===== src/rtl/mem_access_stage.sv =====
// Memory-access pipeline stage: registers the ALU result and runs one ld/st data-memory transaction at a time.
// Optional MA_TIMEOUT_EN adds a watchdog that aborts a stuck ld/st after TMO_CYC cycles.
module mem_access_stage #(
    parameter int DATA_W = 32,
    parameter int RD_W   = 4
`ifdef MA_TIMEOUT_EN
    ,
    parameter int TMO_CYC = 64
`endif
) (
    input  logic              clk,
    input  logic              reset_n,
    input  logic              ex_valid,
    output logic              ex_ready,
    input  logic [DATA_W-1:0] alu_result,
    input  logic [DATA_W-1:0] st_data,
    input  logic              is_ld,
    input  logic              is_st,
    input  logic              is_wb,
    input  logic [RD_W-1:0]   rd_idx,
    output logic              mem_req,
    output logic              mem_we,
    output logic [DATA_W-1:0] mem_addr,
    output logic [DATA_W-1:0] mem_wdata,
    input  logic              mem_gnt,
    input  logic              mem_rvalid,
    input  logic [DATA_W-1:0] mem_rdata,
    output logic              wb_valid,
    input  logic              wb_ready,
    output logic [DATA_W-1:0] wb_data,
    output logic [RD_W-1:0]   wb_rd,
    output logic              wb_en,
    output logic              ma_err,
    output logic [1:0]        dbg_state
);

    // Handshakes: a transfer happens on a rising edge where valid and ready
    // (or req and gnt) are both high; the sender holds its payload stable
    // until that edge. All outputs come straight from flops.
    typedef enum logic [1:0] {
        IDLE = 2'd0,
        REQ  = 2'd1,
        WAIT = 2'd2,
        OUT  = 2'd3
    } state_t;

    state_t            state_q, state_d;
    logic              ex_ready_q, ex_ready_d;
    logic              is_ld_q, is_ld_d;
    logic              mem_req_q, mem_req_d;
    logic              mem_we_q, mem_we_d;
    logic [DATA_W-1:0] mem_addr_q, mem_addr_d;
    logic [DATA_W-1:0] mem_wdata_q, mem_wdata_d;
    logic              wb_valid_q, wb_valid_d;
    logic [DATA_W-1:0] wb_data_q, wb_data_d;
    logic [RD_W-1:0]   wb_rd_q, wb_rd_d;
    logic              wb_en_q, wb_en_d;
    logic              ma_err_q, ma_err_d;
    logic              mem_done;

`ifdef MA_TIMEOUT_EN
    localparam int TMO_W = $clog2(TMO_CYC + 1);
    logic [TMO_W-1:0] tmo_cnt_q, tmo_cnt_d;
`endif

    // Response completes the transaction either together with gnt in REQ, or later in WAIT.
    assign mem_done = ((state_q == REQ) && mem_gnt && mem_rvalid) ||
                      ((state_q == WAIT) && mem_rvalid);

    always_comb begin
        state_d     = state_q;
        is_ld_d     = is_ld_q;
        mem_req_d   = mem_req_q;
        mem_we_d    = mem_we_q;
        mem_addr_d  = mem_addr_q;
        mem_wdata_d = mem_wdata_q;
        wb_valid_d  = wb_valid_q;
        wb_data_d   = wb_data_q;
        wb_rd_d     = wb_rd_q;
        wb_en_d     = wb_en_q;
        ma_err_d    = ma_err_q;

        case (state_q)
            IDLE: begin
                if (ex_valid && ex_ready_q) begin
                    wb_rd_d = rd_idx;
                    if (is_ld || is_st) begin
                        if (alu_result[1:0] == 2'b00) begin
                            state_d     = REQ;
                            is_ld_d     = is_ld;
                            mem_req_d   = 1'b1;
                            mem_we_d    = ~is_ld;
                            mem_addr_d  = alu_result;
                            mem_wdata_d = st_data;
                        end else begin
                            state_d    = OUT;
                            ma_err_d   = 1'b1;
                            wb_valid_d = 1'b1;
                            wb_data_d  = alu_result;
                            wb_en_d    = 1'b0;
                        end
                    end else begin
                        state_d    = OUT;
                        wb_valid_d = 1'b1;
                        wb_data_d  = alu_result;
                        wb_en_d    = is_wb;
                    end
                end
            end
            REQ: begin
                if (mem_gnt) begin
                    mem_req_d = 1'b0;
                    state_d   = WAIT;
                end
            end
            WAIT: begin
                mem_req_d = 1'b0;
            end
            OUT: begin
                if (wb_ready) begin
                    state_d    = IDLE;
                    wb_valid_d = 1'b0;
                end
            end
            default: state_d = IDLE;
        endcase

        if (mem_done) begin
            state_d    = OUT;
            mem_req_d  = 1'b0;
            wb_valid_d = 1'b1;
            wb_data_d  = is_ld_q ? mem_rdata : mem_addr_q;
            wb_en_d    = is_ld_q;
        end

`ifdef MA_TIMEOUT_EN
        tmo_cnt_d = tmo_cnt_q;
        if (state_q == IDLE) begin
            tmo_cnt_d = '0;
        end else if ((state_q == REQ) || (state_q == WAIT)) begin
            tmo_cnt_d = tmo_cnt_q + 1'b1;
            if (!mem_done && (tmo_cnt_q == TMO_W'(TMO_CYC - 1))) begin
                state_d    = OUT;
                ma_err_d   = 1'b1;
                mem_req_d  = 1'b0;
                wb_valid_d = 1'b1;
                wb_en_d    = 1'b0;
                wb_data_d  = '1;
            end
        end
`else
        // Without the watchdog the stage waits as long as memory takes.
`endif

        ex_ready_d = (state_d == IDLE);
    end

    always_ff @(posedge clk) begin
        if (!reset_n) begin
            state_q     <= IDLE;
            ex_ready_q  <= 1'b0;
            is_ld_q     <= 1'b0;
            mem_req_q   <= 1'b0;
            mem_we_q    <= 1'b0;
            mem_addr_q  <= '0;
            mem_wdata_q <= '0;
            wb_valid_q  <= 1'b0;
            wb_data_q   <= '0;
            wb_rd_q     <= '0;
            wb_en_q     <= 1'b0;
            ma_err_q    <= 1'b0;
        end else begin
            state_q     <= state_d;
            ex_ready_q  <= ex_ready_d;
            is_ld_q     <= is_ld_d;
            mem_req_q   <= mem_req_d;
            mem_we_q    <= mem_we_d;
            mem_addr_q  <= mem_addr_d;
            mem_wdata_q <= mem_wdata_d;
            wb_valid_q  <= wb_valid_d;
            wb_data_q   <= wb_data_d;
            wb_rd_q     <= wb_rd_d;
            wb_en_q     <= wb_en_d;
            ma_err_q    <= ma_err_d;
        end
    end

`ifdef MA_TIMEOUT_EN
    always_ff @(posedge clk) begin
        if (!reset_n) begin
            tmo_cnt_q <= '0;
        end else begin
            tmo_cnt_q <= tmo_cnt_d;
        end
    end
`endif

    assign ex_ready  = ex_ready_q;
    assign mem_req   = mem_req_q;
    assign mem_we    = mem_we_q;
    assign mem_addr  = mem_addr_q;
    assign mem_wdata = mem_wdata_q;
    assign wb_valid  = wb_valid_q;
    assign wb_data   = wb_data_q;
    assign wb_rd     = wb_rd_q;
    assign wb_en     = wb_en_q;
    assign ma_err    = ma_err_q;
    assign dbg_state = state_q;

endmodule

===== config.mk =====
export PLATFORM = sky130hd
export DESIGN_NAME = mem_access_stage
export DESIGN_NICKNAME = d
export VERILOG_FILES = /design/src/rtl/mem_access_stage.sv
export SDC_FILE = /design/constraint.sdc
export NUM_CORES = 1
export LEC_CHECK = 0
export CAP_MARGIN = 20
export CORE_MARGIN = 5
export CORE_UTILIZATION = 30
export DETAILED_ROUTE_END_ITERATION = 10
export DONT_BUFFER_PORTS = 1
export PLACE_DENSITY_LB_ADDON = 0.15
export SETUP_SLACK_MARGIN = 0.02
export SLEW_MARGIN = 20
export SYNTH_ARGS = -nofsm -noshare
export SYNTH_HDL_FRONTEND = slang
export SYNTH_SLANG_ARGS = --single-unit

===== constraint.sdc =====
create_clock -name clk -period 2.51 [get_ports clk]
set_clock_uncertainty 0.2 [all_clocks]
set_input_delay 0.1255 -clock clk [delete_from_list [all_inputs] [get_ports clk]]
set_output_delay 0.1255 -clock clk [all_outputs]
set_load 0.03 [all_outputs]

==> reports/results.tsv <==
stage	metric	value	unit
cts	clkSinkCount	109	
floorplan	rows	45	
worst_setup_path	start_kind	flop	
cts	cts_tree	yes	
synth	synth.top_cells.by_count	nand2_1, dfxtp_1, o21ai_0	
worst_setup_path	criticalPathCategory	flop to flop	
global_routing	gr-usage-all-layers	16.8	%
worst_setup_path	crit_top_cell	nand2_1	
status	outcome	finished clean	
synth	syn_nets	657	
timing	drv_slew	0	
floorplan	fp.dieH	136	um
synth	synthFlopType	dfxtp_1	
timing	relSlewSlack	69.0	%
global_routing	grt_pass1_vias	4435	
cts	htree_levels	3	
timing	fmaxAchievable	0.421	GHz
global_routing	grt_pass1_wl	24200	um
global_routing	met2_usage	28.6	%
worst_setup_path	crit_fanout	33	
route	ant_nets	0	
floorplan	pin_count	217	
global_routing	antenna_found_initial	1	
synth	syn_area_per_cell	8.74	sq um
placement	portBuffers	0	
synth	yosysSeqAreaShare	46.1	%
cts	clk_pin_slew	0.08	ns
placement	dp.final_hpwl	10500	um
synth	synth.largest_area_cell	dfxtp_1	
synth	synth.area.top_cells	dfxtp_1, nand2_1, mux2i_1, o2bb2ai_1, a21boi_0	
synth	synth_top_area_share	46.1	%
synth	synthDistinctLibCells	36	
power	ir_drop	388	uV
timing	min_period	2.38	ns
global_routing	grt_use_met1	19.4	%
worst_setup_path	crit_family	buffers and inverters	
route	first_pass_iters	4	
route	route.detailed.drc	0	
route	drtIter0Drc	177	
placement	gp_congestion	0.810	
placement	placed_cells	722	
synth	yosys_warnings	0	
global_routing	grt_max_degree	58	
synth	async_flop_share	0	%
power	leakage	2.12	nW
cts	clockBufferDepth	2	
timing	tightest_slew	0.465	ns
global_routing	grt_busiest_layer	met2	
timing	hold_viol	0	
route	finalWirelength	16300	um
route	wl_per_cell	19.0	um
floorplan	start_util	30.9	%
worst_setup_path	slowest_delay	0.57	ns
route	num_vias	4309	
global_routing	grt_use_met3	7.91	%
hold_path	hold_class	primary input to flop	
layout	final_cells	856	
global_routing	grt_overflow	0	
cts	cts_made_buffers	9	
worst_setup_path	worstSetupEndpointType	flop	
cts	clk-insertion-delay-late	0.35	ns
timing	finalSetupViolCount	0	
layout	nets	755	
worst_setup_path	crit_chain	buf_4, ha_1, a21o_1, buf_12, nand2_1, nand2_1, dlygate4sd3_1, a31oi_1	
floorplan	design.core.area	15300	sq um
worst_setup_path	worst-path-buf-inv	3	
timing	fin_tns_setup	0	ns
layout	nFillCells	1498	
cts	cts_root_buffer	clkbuf_16	
timing	fin_crit_sh	94.7	%
worst_setup_path	slowest_stage	dlygate4sd3_1	
floorplan	die_x	136	um
flow_run	max_cap_viol_count	0	
timing	rsz0062_at_grt	no	
floorplan	dieArea	18400	sq um
synth	synth_edf_count	0	
synth	post-synth-top-count-cell	nand2_1	
layout	layout-drive-gt1-share	7.61	%
layout	multiInputGateArea	2300	sq um
synth	synthCells	541	
route	viasPerCell	5.03	
power	power_density	842	nW/um^2
synth	synth_area	4730	sq um
worst_setup_path	cp.arrival	2.46	ns
layout	register_area	2180	sq um
layout	areaGrowthSynthToFinish	35.6	%
synth	ys_ff_latch	109	
worst_setup_path	worstPathRequired	2.59	ns
## final timing paths
| path | from | endpoint | slack [ns] | cells after the start |
|---|---|---|---|---|
| worst max-delay path | dbg_state[0] | mem_req | 0.13 | 8 |
| worst min-delay path | mem_gnt | ex_ready | 0.02 | 4 |
| worst max register to register | dbg_state[0] | mem_req | 0.13 | 8 |
| worst min register to register | is_ld_q | is_ld_q | 0.35 | 2 |
## kinds of logic after synthesis
family / share of synthesized area, %
flip-flops: 46.1
AO/OA/AOI/OAI: 22.1
multiplexers: 6.99
adder cells (fa/ha/maj): 1.85
buffers and inverters: 5.66
AND/OR/NAND/NOR: 17.2
## power by group
part           total (mW)  leakage, nW  switching (mW)  internal [mW]
combinational        1.50         1.10           0.864          0.639
clock                1.38        0.135           0.673          0.708
sequential           2.51        0.883           0.562           1.95
## cell type report
class | count | share of cell area [%]
clock inverter | 6 | 0.722
clock buffer | 10 | 3.73
sequential | 109 | 34.0
multi-input combinational | 383 | 35.9
inverter | 5 | 0.293
antenna | 1 | 0.0390
tap | 211 | 4.12
timing repair buffer | 131 | 21.2
## state kept, by name, summed over array words and instances (netlist names)
name,count
ma_err,1
dbg_state,2
wb_rd,4
mem_wdata,32
wb_valid,1
ex_ready,1
mem_req,1
is_ld_q,1
wb_data,32
mem_we,1
wb_en,1
mem_addr,32
## cell usage in the layout, fill, tap and decap left out, drive strengths merged
master and count:
nand2 138, dlygate4sd3 110, dfxtp 109, a21boi 47, o21ai 38, nand3 36
mux2i 33, o2bb2ai 32, a21oi 24, buf 21, clkbuf 10, ha 7
inv 7, and3 4, o21a 3, and2 3, nor2 2, a21o 2
a31oi 2, nor2b 2, clkinvlp 2, nor3 2, clkinv 2, diode 1
or2 1, a311oi 1, o311a 1, nand4 1, nor4 1, a2111oi 1
nor4b 1, or3 1
## timing repair
item | in CTS | in global routing
resized for setup | 0 | 3
endpoints found under the setup margin | 0 | 2
hold buffers | 111 | 1
setup buffers | 0 | 4
endpoints found under the hold margin | 109 | 1
## through the flow
stage | util [%] | total power, mW | hold slack [ns] | worst slack [ns] | area, sq um
floorplan | - | 3.43 | 0.0156 | 0.232 | 4730
global placement | 32.2 | 3.75 | 0.0192 | 0.377 | 4930
detailed placement | 32.2 | 3.78 | 0.0211 | 0.293 | 4930
CTS | 41.5 | 5.37 | 0.00378 | 0.0567 | 6350
global route | 41.9 | 5.70 | 0.0203 | 0.0324 | 6410
finish | 41.9 | 5.40 | 0.0242 | 0.133 | 6410
## metal layers
metal	vias up	wire, um	part of all wire (%)
li1	2068	-	-
met4	0	176	1.1
met5	-	0	0
met3	12	1600	9.8
met1	2052	6830	42
met2	177	7690	47
## worst reg2reg max path, stage by stage, from the launching register on
cell	delay, ns
dfxtp_1	0.32
buf_4	0.19
ha_1	0.22
a21o_1	0.25
buf_12	0.20
nand2_1	0.17
nand2_1	0.07
dlygate4sd3_1	0.57
a31oi_1	0.13
No activity file was read; power rests on OpenSTA's default activity.
